## config.mk

```make
export PLATFORM = sky130hd
export DESIGN_NAME = vblank_update_arbiter
export DESIGN_NICKNAME = d
export VERILOG_FILES = /design/src/rtl/vblank_update_arbiter.sv
export SDC_FILE = /design/constraint.sdc
export NUM_CORES = 1
export LEC_CHECK = 0
export ABC_AREA = 1
export BUFFER_PORTS_ARGS = -buffer_cell sky130_fd_sc_hd__clkbuf_2
export CAP_MARGIN = 25
export CORE_MARGIN = 2
export CORE_UTILIZATION = 51
export CTS_BUF_LIST = sky130_fd_sc_hd__clkbuf_4 sky130_fd_sc_hd__clkbuf_8
export DETAILED_ROUTE_END_ITERATION = 16
export GPL_TIMING_DRIVEN = 0
export HOLD_SLACK_MARGIN = 0.03
export PLACE_DENSITY = 0.76
export SYNTH_ARGS = -nofsm -noshare
export SYNTH_HDL_FRONTEND = slang
export SYNTH_SLANG_ARGS = --single-unit
```

## constraint.sdc

```tcl
create_clock -name clk60MHz -period 1.85 [get_ports clk60MHz]
set_input_delay 0.0925 -clock clk60MHz [delete_from_list [all_inputs] [get_ports clk60MHz]]
set_output_delay 0.0925 -clock clk60MHz [all_outputs]
set_load 0.03 [all_outputs]
```

## src/rtl/vblank_update_arbiter.sv

```systemverilog
// Round-robin arbiter that hands the game-state update resource to one requester at a time, only inside vertical blanking.
// Optional grant watchdog is enabled by defining VBA_WATCHDOG_EN.
//
// state | meaning
// IDLE  | outside a blanking window, waiting for vblnk to rise
// ARB   | window open, looking for an eligible requester
// GRANT | one requester owns the update resource until done
module vblank_update_arbiter #(
  parameter int N_REQ            = 4,
  parameter int MAX_GRANT_CYCLES = 4096,
  parameter int FRAME_CNT_W      = 16
) (
  input  logic                   clk60MHz,
  input  logic                   rst,
  input  logic                   vblnk,
  input  logic [N_REQ-1:0]       req,
  input  logic [N_REQ-1:0]       done,
  output logic [N_REQ-1:0]       grant,
  output logic                   frame_tick,
  output logic [FRAME_CNT_W-1:0] frame_cnt,
  output logic                   overrun,
  output logic                   timeout_err
);

  localparam int IDXW = $clog2(N_REQ);

  if (N_REQ < 2 || N_REQ > 8 || MAX_GRANT_CYCLES < 1) begin : g_param_check
    $error("vblank_update_arbiter: parameter out of range");
  end

  typedef enum logic [1:0] {IDLE, ARB, GRANT} state_t;

  state_t           state;
  logic             vblnk_q;
  logic [N_REQ-1:0] served;
  logic [IDXW-1:0]  rr;
  logic [IDXW-1:0]  gidx;

  logic             wo;
  logic             gdone;
  logic             found;
  logic [IDXW-1:0]  pick;
  logic [N_REQ-1:0] eligible;
  logic             wd_expire;

  assign wo    = vblnk & ~vblnk_q;
  assign gdone = done[gidx];
  // The served mask is being cleared this very cycle when a window opens.
  assign eligible = req & ~(wo ? '0 : served);

`ifdef VBA_WATCHDOG_EN
  localparam int WDW = $clog2(MAX_GRANT_CYCLES + 1);
  logic [WDW-1:0] wd_cnt;
  assign wd_expire = (wd_cnt == WDW'(MAX_GRANT_CYCLES - 1));
`else
  assign wd_expire = 1'b0;
`endif

  // Walk downward so the lowest offset from rr is the one left in pick.
  always_comb begin
    found = 1'b0;
    pick  = '0;
    for (int i = N_REQ - 1; i >= 0; i--) begin
      if (eligible[(int'(rr) + i) % N_REQ]) begin
        found = 1'b1;
        pick  = IDXW'((int'(rr) + i) % N_REQ);
      end
    end
  end

  always_ff @(posedge clk60MHz) begin
    if (rst) begin
      state       <= IDLE;
      vblnk_q     <= 1'b0;
      served      <= '0;
      rr          <= '0;
      gidx        <= '0;
      grant       <= '0;
      frame_tick  <= 1'b0;
      frame_cnt   <= '0;
      overrun     <= 1'b0;
      timeout_err <= 1'b0;
`ifdef VBA_WATCHDOG_EN
      wd_cnt      <= '0;
`endif
    end else begin
      vblnk_q     <= vblnk;
      frame_tick  <= wo;
      timeout_err <= 1'b0;
      if (wo) frame_cnt <= frame_cnt + 1'b1;

      case (state)
        IDLE: begin
          if (wo) state <= ARB;
        end
        ARB: begin
          if (!vblnk) begin
            state <= IDLE;
          end else if (found) begin
            grant <= N_REQ'(1) << pick;
            gidx  <= pick;
            rr    <= (pick == IDXW'(N_REQ - 1)) ? '0 : pick + 1'b1;
            state <= GRANT;
`ifdef VBA_WATCHDOG_EN
            wd_cnt <= '0;
`endif
          end
        end
        GRANT: begin
          if (gdone) begin
            grant        <= '0;
            served[gidx] <= 1'b1;
            state        <= ARB;
          end else begin
            if (!vblnk && vblnk_q) overrun <= 1'b1;
            if (wd_expire) begin
              grant        <= '0;
              served[gidx] <= 1'b1;
              timeout_err  <= 1'b1;
              state        <= ARB;
            end
`ifdef VBA_WATCHDOG_EN
            wd_cnt <= wd_cnt + 1'b1;
`endif
          end
        end
        default: state <= IDLE;
      endcase

      // A new window wins over a release marking served in the same cycle.
      if (wo) begin
        served  <= '0;
        overrun <= 1'b0;
      end
    end
  end

endmodule
```

### Word-level counts from Yosys, hierarchy flattened

Cells that the tools add are included.

| storage, ports and cells | value |
|---|---|
| register bits | 33 |
| output and inout port bits | 23 |
| logic and storage cells | 86 |

| operators by class | value |
|---|---|
| add/subtract/negate cells | 5 |
| magnitude comparators | 6 |
| equality and inequality tests | 8 |
| shift-type cells | 1 |
| multiplexer cells | 34 |
| bitwise gates (word level) | 9 |
| reductions and logical operators | 14 |

Operator list:

| operator | count |
|---|---|
| 2-bit two-way mux | 9 |
| 16-bit by 1-bit adder with 16-bit output (second input constant) | 1 |
| 4-bit two-way mux | 4 |
| 1-bit two-way mux | 13 |
| 3-bit by 4-bit < comparator with 1-bit output (second input constant) | 3 |
| 1-bit binary-select mux with 2-bit select | 5 |
| 3-bit AND reduction | 3 |
| 2-bit != test (second input constant) | 4 |
| 4-bit case mux with 2 select lines | 1 |
| 2-bit OR reduction | 4 |
| 2-bit by 3-bit < comparator with 1-bit output (second input constant) | 2 |
| 2-bit case mux with 3 select lines | 1 |
| 2-bit by 1-bit adder with 2-bit output (second input constant) | 2 |
| 2-bit adder (second input constant) | 2 |
| 4-bit AND | 1 |
| 2-bit == test (second input constant) | 2 |
| 4-bit NOT | 1 |
| 4-bit OR | 1 |
| 4-bit AND reduction | 1 |
| 1-bit by 2-bit << shifter with 4-bit output (first input constant) | 1 |
| 1-bit AND (first input constant) | 3 |
| 3-bit != test (second input constant) | 1 |
| 1-bit demux with 2-bit select | 1 |
| 2-bit by 1-bit == test with 1-bit output (second input constant) | 1 |
| 8 further kinds | 10 |

### Longest topological paths before layout

Gate-level depths: netlist of the first run.

| logic depth | value |
|---|---|
| word-level depth | 16 |
| gate-level depth with buffers | 17 |
| depth with buffers taken out | 17 |

### Worst setup path before layout of the first run

No wires, ideal clock.

| timing | value |
|---|---|
| path kind | register to register |
| start | reg frame_cnt[0] |
| end | reg frame_cnt[10] |
| library setup time | 0.119 ns |
| arrival time | 1.651 ns |
| path slack | 0.080 ns |
| stages on the path, launching flop included | 11 |
| path buffers | 0 |
| clock period less this slack | 1.770 ns |
| cells stage by stage | dfxtp_1 > ha_1 > inv_1 > nor2_4 > nand2_2 > nor2_4 > nand3_2 > nor3_4 > nand3_1 > o21ai_0 > a21oi_1 |

| between the ends | value |
|---|---|
| cells in the longest elaborated chain, start to end | 1 |

RTL lines:

| element | line | text |
|---|---|---|
| start: declaration | 20 | `output logic [FRAME_CNT_W-1:0] frame_cnt,` |
| start signal: assignment | 90 | `if (wo) frame_cnt <= frame_cnt + 1'b1;` |
| 16-bit by 1-bit adder with 16-bit output | 90 |  |

Every way passes these cells.
A chain may end at the register's enable or synchronous reset.

### Worst setup path in the final report of the first run

| timing | value |
|---|---|
| start | reg vblnk_q |
| end | reg grant[2] |

| between the ends | value |
|---|---|
| cells in the longest elaborated chain, start to end | 16 |
| elaborated cells on any way between the ends | 30 |

RTL lines:

| element | line | text |
|---|---|---|
| start: declaration | 34 | `logic vblnk_q;` |
| start signal: assignment | 87 | `vblnk_q <= vblnk;` |
| 1-bit NOT * | 46 | `assign wo = vblnk & ~vblnk_q;` |
| 1-bit AND * | 46 |  |
| 4-bit two-way mux * | 49 | `assign eligible = req & ~(wo ? '0 : served);` |
| 4-bit NOT * | 49 |  |
| 4-bit AND * | 49 |  |
| 1-bit binary-select mux with 2-bit select | 64 | `if (eligible[(int'(rr) + i) % N_REQ]) begin` |
| 1-bit two-way mux (not written as such) (2 in a row) | 64 |  |
| 2-bit two-way mux (3 in a row) | 64 |  |
| 2-bit two-way mux * | 64 |  |
| via pick[1] | 42 | `logic [IDXW-1:0] pick;` |
| 1-bit by 2-bit << shifter with 4-bit output * | 100 | `grant <= N_REQ'(1) << pick;` |
| 4-bit two-way mux * | 99 | `end else if (found) begin` |
| 4-bit two-way mux * | 97 | `if (!vblnk) begin` |
| 4-bit case mux with 2 select lines * | 92 | `case (state)` |
| end signal: assignment | 100 |  |
| end: declaration | 18 | `output logic [N_REQ-1:0] grant,` |

Mark *: on every way through the listed nets, which the timed path passes. The rest lies on a longest branch. The select of a mux whose other input is x is not followed.

==> summary.txt, run 1 <==
Power
  – Logic pwr share: 0.274
  – Maximum resistive drop on vdd: approximately 0.00048 V
  – Total power divided by cell area: 723 nW/um2
  – Psw: 567 uW
  – Leak pwr: between 1 and 1.5 nW
  – P_int: 1.15 mW
  – Fraction of power consumed by sequential logic: 0.456
  – Part of the power in the clock network: 0.270
  – Pwr Total: 1.72 mW
  – Switching fraction of total power: 0.329

Clocking
  – Clock H-tree levels: 2
  – Clock tree from TritonCTS: yes
  – Clock slew at reported path FFs: 0.10 ns
  – Buffer depth of the longest clock path: 2
  – Insertion delay of the later-clocked pin in the worst-skew pair: between 0.3 and 0.4 ns
  – Clock Root Buffer: clkbuf_4
  – Cts bufs inserted: 5
  – Sink count of the clock tree: 33
  – Hold Buf Count CTS: 0

Global route
  – Total overflow reported by the global router: 0
  – Global route hottest layer: met2
  – Initial antenna violation count: 0
  – Global routing usage on met3: 0.0505
  – Tot GR Track Use: 0.190
  – First-pass GRT wire length: 5980 um
  – Vias in the first global route: 1454
  – Met1 track demand over resource in global routing: 0.224
  – Met2 track demand over resource in global routing: 0.327
  – Largest net degree at the start of global routing: 11

Timing
  – Number of max-slew violations in the final report: 0
  – Worst clock skew: 0.00836 ns
  – Final Hold Vio Count: 0
  – Final setup margin: -0.00663 ns
  – Maximum achievable frequency: roughly 540 MHz
  – Final critical delay including setup and external delays: 1.86 ns
  – Setup repair after global routing missed its margin: yes
  – Share of the cycle needed by the critical path after routing: 1.00
  – Worst hold slack: 0.0406 ns
  – Final setup violation count: 2
  – Setup tns final: -0.0111 ns

Worst setup path
  – Path type of the worst setup path: flop to flop
  – CP Capture Type: flop
  – CP startpoint kind: flop
  – Length in cells of the worst reg-to-reg path: 17
  – Worst setup slack for register-to-register paths: -0.007 ns
  – Critical path data arrival time: 2.10 ns
  – Required time of the worst setup path: 2.09 ns
  – R2R Path End: grant[2]
  – Crit Reg-Reg Startpoint: vblnk_q
  – Max FO, Critical Path: 5

Run
  – Number of maximum-capacitance violations: 0

Synth
  – Leading post-synthesis cells by cell area: dfxtp_1 38%, nand2_1 11%, inv_1 8.4%, nand3_1 8.3%, a21oi_1 6.9%
  – Synthesized instance count: 247
  – Register bit total from synthesis: 33
  – Syn Std Cell Area: roughly 1700 um2
  – Count of warnings emitted by yosys: 0
  – Top cells by count, synth: 53 x nand2_1, 39 x inv_1, 33 x dfxtp_1
  – Top FF cell, synth: dfxtp_1
  – Sequential fraction of the synthesis area: 0.378
  – Library cells used by synthesis: 30
  – Proportion of register bits with asynchronous set or reset after synthesis: 0
  – Number of synthesized flops with an enable pin: 0
  – Avg Inst Size Synth: around 7.1 um2
  – Top cell type's share of synthesized area: 0.378
  – Cell with the most instances after synthesis: nand2_1
  – Syn_nets: ~260
  – Cell type contributing the most total cell area after synthesis: dfxtp_1

Outcome
  – Violations in the final reports: negative setup slack
  – Outcome: finished, violations left

Place
  – Number of port buffers: 31
  – Placed cells: around 320
  – Final Wtd Congestion: 0.815
  – Detailed-placement wirelength estimate: 2530 um
  – Placement-stage cell area: 1960 um2

Detailed routing
  – Routed length per placed instance: 11.7 um
  – Via count normalized by instance count: 5.00
  – Initial DRC Count: 72
  – Number of DRC violations after detailed routing: 0
  – Post-route antenna net violation count: 0
  – DR vias: approximately 1700
  – TritonRoute pass-1 iters: 4
  – Routed wire length: 3990 um

Worst hold path
  – Hold path depth: 2
  – Path class of the lowest-slack min-delay path: primary input to flop
  – End point of the worst hold path: state[0]
  – Worst Hold Launch: rst

Floorplan
  – Area of the core region: 3310 um2
  – Die width: 62.5 um
  – Initial Utilization: 0.528
  – Die Y-Extent: between 60 and 70 um
  – Number of ports placed on the die boundary: 34
  – Site Rows: 21
  – DIE AREA: between 3000 and 4000 um2

Cells and area
  – P&R area growth vs syn: 36.4%
  – Final Non-Filler Cells: 341
  – Final #Nets: 310
  – Post-route standard cell area excluding fillers: 2380 um2
  – Diode insertion count for antenna repair: 0
  – Fraction of layout instances using a drive strength above 1: 0.417
==> worst max-delay path, cell delays in order (launching register included) <==
cell and delay [ns]:
dfxtp_2 0.33, inv_2 0.06, nand2_4 0.09, nand2_2 0.10, nand3_2 0.09, nand2_4 0.12, nand2_4 0.06, buf_4 0.14
nand2_2 0.06, nand2_2 0.05, nand3_2 0.07, nand2_4 0.09, buf_6 0.13, ha_4 0.14, nand2_2 0.07, nand3_2 0.06
nand2_1 0.08, nor2_1 0.05
==> routing by layer <==
metal,wire length [um],share of wire
met5,0,0
met2,2130,0.53
met3,158,0.040
met1,1670,0.42
met4,35,0.0088
==> what timing repair did <==
action,4_1_cts,5_1_grt
resized for setup,6,76
pin swaps,1,22
setup endpoints to repair,4,6
setup buffers,1,8
gates cloned,0,0
==> sequential cells by signal, summed over array words and instances (netlist names) <==
name,flops
gidx,2
vblnk_q,1
frame_tick,1
frame_cnt,16
state,2
grant,4
overrun,1
served,4
rr,2
==> cell families (layout without fill, tap and decap cells) <==
kind of cell,Yosys count,in the layout,share of synthesized area
flip-flops,33,33,0.378
buffers and inverters,44,92,0.0996
AO/OA/AOI/OAI,41,41,0.123
adder cells (fa/ha/maj),5,5,0.0358
XOR/XNOR,2,2,0.0100
other,1,1,0.00215
AND/OR/NAND/NOR,121,121,0.351
==> metrics by stage <==
| stage | setup WS, ns | util |
|---|---|---|
| 5_1_grt | -0.121 | 0.720 |
| 6_report | -0.00663 | 0.720 |
| 2_1_floorplan | 0.0799 | - |
| 3_5_place_dp | -0.113 | 0.592 |
| 3_3_place_gp | -0.100 | 0.592 |
| 4_1_cts | -0.00576 | 0.621 |
==> worst max-delay path by stage <==
stage | end | cells after the start | from | slack, ns
global placement | rr[1] | 14 | rr[0] | -0.10
finish | grant[2] | 17 | vblnk_q | -0.007
floorplan | frame_cnt[10] | 10 | frame_cnt[0] | 0.08
CTS | rr[1] | 12 | rr[0] | -0.006
detailed placement | rr[1] | 14 | rr[0] | -0.11
global route | grant[0] | 17 | vblnk_q | -0.12
==> layout by cell type (no fill, tap or decap), types with 5 or more instances in the layout <==
| master | instances |
|---|---|
| a21oi_1 | 24 |
| buf_4 | 8 |
| clkbuf_2 | 31 |
| clkbuf_4 | 5 |
| dfxtp_1 | 28 |
| dfxtp_2 | 5 |
| inv_1 | 33 |
| nand2_1 | 31 |
| nand2_2 | 17 |
| nand2_4 | 11 |
| nand3_1 | 15 |
| nand3_2 | 14 |
| nor2_1 | 18 |
| nor2_4 | 5 |
| o21ai_0 | 8 |
==> power by group through the flow <==
stage	logic (mW)	registers [mW]	clock network, mW
detailed placement	0.316	0.793	0
floorplan	0.187	0.843	0
global placement	0.309	0.792	0
finish	0.473	0.785	0.465
CTS	0.326	0.777	0.478
global route	0.516	0.790	0.505
==> cell type report <==
cell class,count,area [um2]
clock inverters,1,5.00
well taps,46,57.6
repair buffers,40,230
clock buffers,7,65.1
plain buffers,5,35.0
multi-input cells,170,1160
fillers,273,928
flip-flops and latches,33,667
inverters,39,159
Power figures use the tool's default switching activity.
==> inputs of run 2 (changes only) <==
Settings changed: ABC_AREA 1 to default, CORE_UTILIZATION 51 to 50, PLACE_DENSITY 0.76 to 0.75.
==> run 2 against run 1 <==
- the run now ends clean
- worst setup slack gained 0.068 ns
- fmax grew 3.8%
- total power shrank 12%
- die area shrank 4.7%
- wire length shrank 15%
- largest power group unchanged
==> summary.txt, run 2 <==
Floorplan
  – Die Y-Extent: 61.0 um
  – DIE AREA: 3730 um2
  – Site Rows: 20
  – Area of the core region: 3080 um2
  – Number of ports placed on the die boundary: 34
  – Initial Utilization: 0.528
  – Die width: 61.0 um

Cells and area
  – Most flops, register: frame_cnt
  – P&R area growth vs syn: 28.2%
  – Area taken by multi-input logic gates: roughly 950 um2
  – Flip-flop count of the largest register, all copies and words added: 16
  – Final #Nets: 248
  – Share of the core filled with cells in the final layout: 0.678
  – Most frequent cells in the layout: 32 x dfxtp_1, 32 x clkbuf_2, 25 x nor2_1
  – Diode insertion count for antenna repair: 0
  – Fraction of layout instances using a drive strength above 1: 0.318
  – Post-route standard cell area excluding fillers: 2090 um2
  – Biggest regs: frame_cnt (16), grant (4), served (4)
  – Filler cell count in the final layout: 267
  – Sequential cell area: 664 um2

Worst setup path
  – Max FO, Critical Path: 6
  – Crit path buffers/inverters: 2
  – Top Family by Delay on Critical Path: simple AND/OR/NAND/NOR gates
  – R2R Path End: rr[1]
  – Worst path cell trace: nor2b_4 > buf_8 > a221oi_4 > or2_1 > a211o_1 > inv_2 > ha_4 > nand2_1 > a21oi_1
  – Startpoint of the most critical setup path: vblnk_q
  – Length in cells of the worst reg-to-reg path: 9
  – Worst-path cell with the longest stage delay: dfxtp_4
  – Worst setup slack for register-to-register paths: 0.06 ns
  – Crit Reg-Reg Startpoint: vblnk_q
  – Critical path data arrival time: 2.00 ns
  – Delay of the slowest cell on the worst path: 0.38 ns
  – Path type of the worst setup path: flop to flop
  – Required time of the worst setup path: 2.06 ns
  – CP Capture Type: flop
  – CP startpoint kind: flop

Outcome
  – Outcome: finished clean

Synth
  – Top FF cell, synth: dfxtp_1
  – Top cell type's share of synthesized area: 0.406
  – Syn Std Cell Area: 1630 um2
  – Count of warnings emitted by yosys: 0
  – Cell with the most instances after synthesis: dfxtp_1
  – Synthesized instance count: 181
  – Avg Inst Size Synth: 8.99 um2
  – Cell type contributing the most total cell area after synthesis: dfxtp_1
  – Leading post-synthesis cells by cell area: dfxtp_1 41%, nor2_1 5.8%, a21oi_1 4.3%, ha_1 3.8%, xnor2_1 3.8%
  – Register bit total from synthesis: 33
  – Sequential fraction of the synthesis area: 0.406
  – Number of synthesized flops with an enable pin: 0
  – Library cells used by synthesis: 47
  – Syn_nets: around 200
  – Proportion of register bits with asynchronous set or reset after synthesis: 0
  – Top cells by count, synth: 33 x dfxtp_1, 25 x nor2_1, 16 x nand2_1

Detailed routing
  – Via count normalized by instance count: 5.17
  – TritonRoute pass-1 iters: 6
  – Routed wire length: between 3000 and 4000 um
  – Number of DRC violations after detailed routing: 0
  – Routed length per placed instance: 12.3 um
  – Initial DRC Count: 41
  – Post-route antenna net violation count: 0
  – DR vias: 1432

Global route
  – Tot GR Track Use: 0.192
  – Initial antenna violation count: 0
  – First-pass GRT wire length: 5200 um
  – Largest net degree at the start of global routing: 11
  – Vias in the first global route: 1198
  – Total overflow reported by the global router: 0

Worst hold path
  – Path class of the lowest-slack min-delay path: primary input to flop
  – Worst Hold Launch: rst
  – Hold path depth: 3
  – End point of the worst hold path: gidx[0]

Clocking
  – Sink count of the clock tree: 33
  – Buffer depth of the longest clock path: 2
  – Clock Root Buffer: clkbuf_4
  – Cts bufs inserted: 5
  – Insertion delay of the later-clocked pin in the worst-skew pair: 0.35 ns
  – Clock H-tree levels: 2
  – Clock slew at reported path FFs: 0.11 ns
  – Clock tree from TritonCTS: yes

Timing
  – Maximum achievable frequency: 559 MHz
  – Slew of the pin with the lowest slew margin: 0.527 ns
  – Final setup violation count: 0
  – Worst hold slack: approximately 0.066 ns
  – Share of the cycle needed by the critical path after routing: 0.967
  – Setup repair after global routing missed its margin: yes
  – Final critical delay including setup and external delays: between 1.5 and 2 ns
  – Final Hold Vio Count: 0
  – Max transition margin: 0.647
  – Final setup margin: just over 0.06 ns
  – Worst clock skew: roughly 0.015 ns
  – Number of max-slew violations in the final report: 0

Run
  – Number of maximum-capacitance violations: 0

Place
  – Detailed-placement wirelength estimate: about 2300 um
  – Final Wtd Congestion: approximately 0.77
  – Placement-stage cell area: ~1800 um2
  – Number of port buffers: 32
  – Setup Slack @ Placement: -0.0848 ns

Power
  – Maximum resistive drop on vdd: 0.000399 V
  – Pwr Total: 1.52 mW
  – Total power divided by cell area: slightly above 700 nW/um2
  – Leak pwr: 0.865 nW
run 2: changes by cell type after synthesis, moves of 3 or more:
| cell | before | now |
|---|---|---|
| nand2_1 | 53 | 16 |
| inv_1 | 39 | 9 |
| nand3_1 | 29 | 8 |
| a21oi_1 | 24 | 14 |
| o21ai_0 | 12 | 4 |
| nor2_1 | 18 | 25 |
| xnor2_1 | 1 | 7 |
| nor2_4 | 5 | 0 |
| nand2_2 | 4 | 0 |
| or3_1 | 0 | 4 |
| xor2_1 | 1 | 5 |
| nor4_2 | 0 | 3 |
run 2: kinds of logic (layout without fill, tap and decap cells):
| family | count (synthesis) | in the layout | synth area share |
|---|---|---|---|
| AOI/OAI and AO/OA | 36 | 36 | 0.153 |
| muxes | 1 | 1 | 0.0138 |
| DFF | 33 | 33 | 0.406 |
| xor gates and xnor gates | 12 | 12 | 0.0646 |
| adders and majority gates | 5 | 5 | 0.0385 |
| buffers and inverters | 15 | 67 | 0.0415 |
| and+or+nand+nor | 78 | 78 | 0.280 |
| other | 1 | 1 | 0.00231 |
run 2: worst reg2reg max path: stages, from the launching register on:
cell	delay [ns]
dfxtp_4	0.38
nor2b_4	0.12
buf_8	0.13
a221oi_4	0.08
or2_1	0.24
a211o_1	0.27
inv_2	0.11
ha_4	0.21
nand2_1	0.06
a21oi_1	0.07
run 2: worst max-delay path by stage:
stage | end | cells past startpoint
global placement | rr[1] | 9
floorplan | rr[1] | 9
global route | rr[1] | 9
CTS | grant[2] | 8
detailed placement | rr[1] | 9
finish | rr[1] | 9
run 2: final cells by class:
cell class	count	area share
multi-input cells	133	0.455
flip-flops and latches	33	0.319
repair buffers	44	0.123
clock buffers	7	0.0282
well taps	44	0.0264
inverters	10	0.0180
plain buffers	5	0.0162
clock inverters	1	0.0144
run 2: repair_timing:
action                                  4_1_cts  5_1_grt
endpoints found under the setup margin        4        4
gates cloned                                  0        0
hold buffers                                  1        0
resized for setup                             6        6
buffers inserted                              1       10
pin swaps                                     1        5
endpoints found under the hold margin         1        0
run 2: power by group:
group          switching, mW  total [mW]  leakage, nW  internal (mW)
Clock                  0.244       0.581       0.0489          0.337
Combinational          0.105       0.195        0.548         0.0895
Sequential            0.0173       0.740        0.268          0.723
Total                  0.367        1.52        0.865           1.15
run 2: metrics by stage:
step / TNS, ns / instances
2_1_floorplan: 0 / 181
3_3_place_gp: -0.0740 / 257
3_5_place_dp: -0.0848 / 257
4_1_cts: 0 / 267
5_1_grt: -0.0469 / 277
6_report: 0 / 277
run 2: layer usage:
metal	vias to the layer above	wire, um	part of all wire	track usage
li1	734	-	-	-
met1	653	1490	0.44	0.225
met2	36	1680	0.49	0.327
met3	9	173	0.051	0.0672
met4	0	59	0.017	0.0652
met5	-	0	0	0
==> inputs of run 3 (changes only) <==
Settings changed: SETUP_SLACK_MARGIN from default to 0.15.
==> run 3 against run 2 <==
- wire length up 8.4%
- combinational power increased by 5%
- count of clock-buffer cells in the layout stayed put
- cell count shrank 0.72%
- fmax up 2.1%
- worst hold slack worse by 0.0064 ns
- sequential share of layout area shrank 0.17 points
- register-to-register slack improved by 0.04 ns
==> summary.txt, run 3 (synthesis results as in run 2) <==
Floorplan
  – Area of the core region: roughly 3100 um2
  – Number of ports placed on the die boundary: 34
  – DIE AREA: 3730 um2
  – Die Y-Extent: 61.0 um
  – Die width: slightly above 60 um
  – Site Rows: 20
  – Initial Utilization: 0.528

Timing
  – Share of the cycle needed by the critical path after routing: 0.947
  – Setup tns final: 0 ns
  – Final setup violation count: 0
  – Final Hold Vio Count: 0
  – Worst hold slack: 0.0593 ns
  – Number of max-slew violations in the final report: 0
  – Final setup margin: between 0.09 and 0.1 ns
  – Final critical delay including setup and external delays: 1.75 ns
  – Worst clock skew: a little over 0.006 ns
  – Setup repair after global routing missed its margin: yes
  – Maximum achievable frequency: 571 MHz

Clocking
  – Clock Root Buffer: clkbuf_4
  – Sink count of the clock tree: 33
  – Buffer depth of the longest clock path: 2
  – Cts bufs inserted: 5
  – Clock slew at reported path FFs: 0.10 ns
  – Clock H-tree levels: 2
  – Insertion delay of the later-clocked pin in the worst-skew pair: 0.33 ns
  – Clock tree from TritonCTS: yes

Detailed routing
  – Highest metal used: met4
  – Initial DRC Count: 44
  – TritonRoute pass-1 iters: 4
  – Routed wire length: 3690 um
  – Routed wire length on met3: 220 um
  – Routed length per placed instance: 13.4 um
  – Number of DRC violations after detailed routing: 0
  – Via count normalized by instance count: around 5.4
  – Post-route antenna net violation count: 0
  – Detailed-route wire length on metal 1: 1530 um
  – DR vias: 1486
  – Total met2 wirelength after detailed routing: 1900 um

Place
  – Setup Slack @ Placement: 0.00439 ns
  – Placement-stage cell area: 1870 um2
  – Placed cells: 257
  – Number of port buffers: 32
  – Detailed-placement wirelength estimate: 2520 um
  – Final Wtd Congestion: 0.839

Worst setup path
  – Crit path buffers/inverters: 2
  – Termination of the worst setup path: grant[0]
  – Required time of the worst setup path: roughly 2 ns
  – Top Family by Delay on Critical Path: compound AO/OA/AOI/OAI gates
  – Length in cells of the worst reg-to-reg path: 9
  – Max FO, Critical Path: 4
  – Worst path cell trace: nor2b_4 > buf_8 > a221oi_4 > or2_1 > a211o_1 > buf_6 > ha_4 > nand2_1 > a21oi_1
  – R2R Path End: grant[0]
  – Startpoint of the most critical setup path: vblnk_q
  – Crit Reg-Reg Startpoint: vblnk_q
  – Delay of the slowest cell on the worst path: ~0.37 ns
  – Critical path data arrival time: 1.96 ns
  – Worst-path cell with the longest stage delay: dfxtp_4
  – CP Capture Type: flop
  – Worst setup slack for register-to-register paths: 0.1 ns
  – Critical path depth: 9
  – CP startpoint kind: flop
  – Path type of the worst setup path: flop to flop

Cells and area
  – Diode insertion count for antenna repair: 0
  – Biggest regs: frame_cnt (16), grant (4), served (4)
  – Most frequent cells in the layout: 32 x clkbuf_2, 30 x dfxtp_1, 25 x nor2_1
  – Share of the core filled with cells in the final layout: 0.684
  – Flip-flop count of the largest register, all copies and words added: 16
  – Final #Nets: 246
  – Fraction of layout instances using a drive strength above 1: 0.346
  – P&R area growth vs syn: 29.4%
  – Most flops, register: frame_cnt
  – Post-route standard cell area excluding fillers: 2100 um2
  – Most common cell after layout, fill and taps aside: clkbuf_2
  – Final Non-Filler Cells: between 200 and 300

Power
  – Total power divided by cell area: ~670 nW/um2
  – Leak pwr: 0.867 nW
  – Maximum resistive drop on vdd: 0.000426 V
  – Pwr Total: 1.41 mW

Global route
  – Vias in the first global route: about 1300
  – Total overflow reported by the global router: 0
  – First-pass GRT wire length: 5750 um
  – Largest net degree at the start of global routing: 11
  – Initial antenna violation count: 0
  – Tot GR Track Use: 0.207

Outcome
  – Outcome: finished clean

Run
  – Number of maximum-capacitance violations: 0

Worst hold path
  – Hold path depth: 3
  – Path class of the lowest-slack min-delay path: primary input to flop
## run 3: changes by cell type in the layout (fill, tap and decap cells not counted), sizes merged
| cell | delta |
|---|---|
| buf | -2 |
| clkinv | +1 |
| bufinv | -1 |
## run 3: worst min-delay path: stages
cell	delay [ns]
clkbuf_2	0.09
nand2b_1	0.12
o21ai_1	0.06
## run 3: worst min path at each step
stage          slack, ns      end  start
6_report            0.06  gidx[0]    rst
5_1_grt             0.06  gidx[0]    rst
3_3_place_gp        0.39  vblnk_q  vblnk
3_5_place_dp        0.39  vblnk_q  vblnk
4_1_cts             0.05  gidx[0]    rst
2_1_floorplan       0.22  vblnk_q  vblnk
## run 3: report_power, final
| part | total [mW] | switching, mW | internal (mW) |
|---|---|---|---|
| Combinational | 0.205 | 0.114 | 0.0901 |
| Sequential | 0.740 | 0.0173 | 0.723 |
| Clock | 0.462 | 0.241 | 0.220 |
| Total | 1.41 | 0.373 | 1.03 |
## run 3: repair_timing
action / in CTS / in global routing
pin swaps: 9 / 2
hold buffers: 1 / 0
buffers inserted: 7 / 2
endpoints found under the setup margin: 5 / 12
cloned: 0 / 0
resized for setup: 12 / 6
endpoints found under the hold margin: 1 / 0
## run 3: final cells by class
class,instances,area [um2]
inverters,10,37.5
repair buffers,42,241
clock buffers,7,65.1
flip-flops and latches,33,667
plain buffers,5,33.8
clock inverters,1,5.00
well taps,44,55.1
multi-input cells,133,1000
fillers,266,973
## run 3: routing by layer
metal,up-vias,GRT usage
met5,-,0
met4,0,0.0714
met3,6,0.0651
met2,49,0.350
met1,695,0.248
li1,736,-
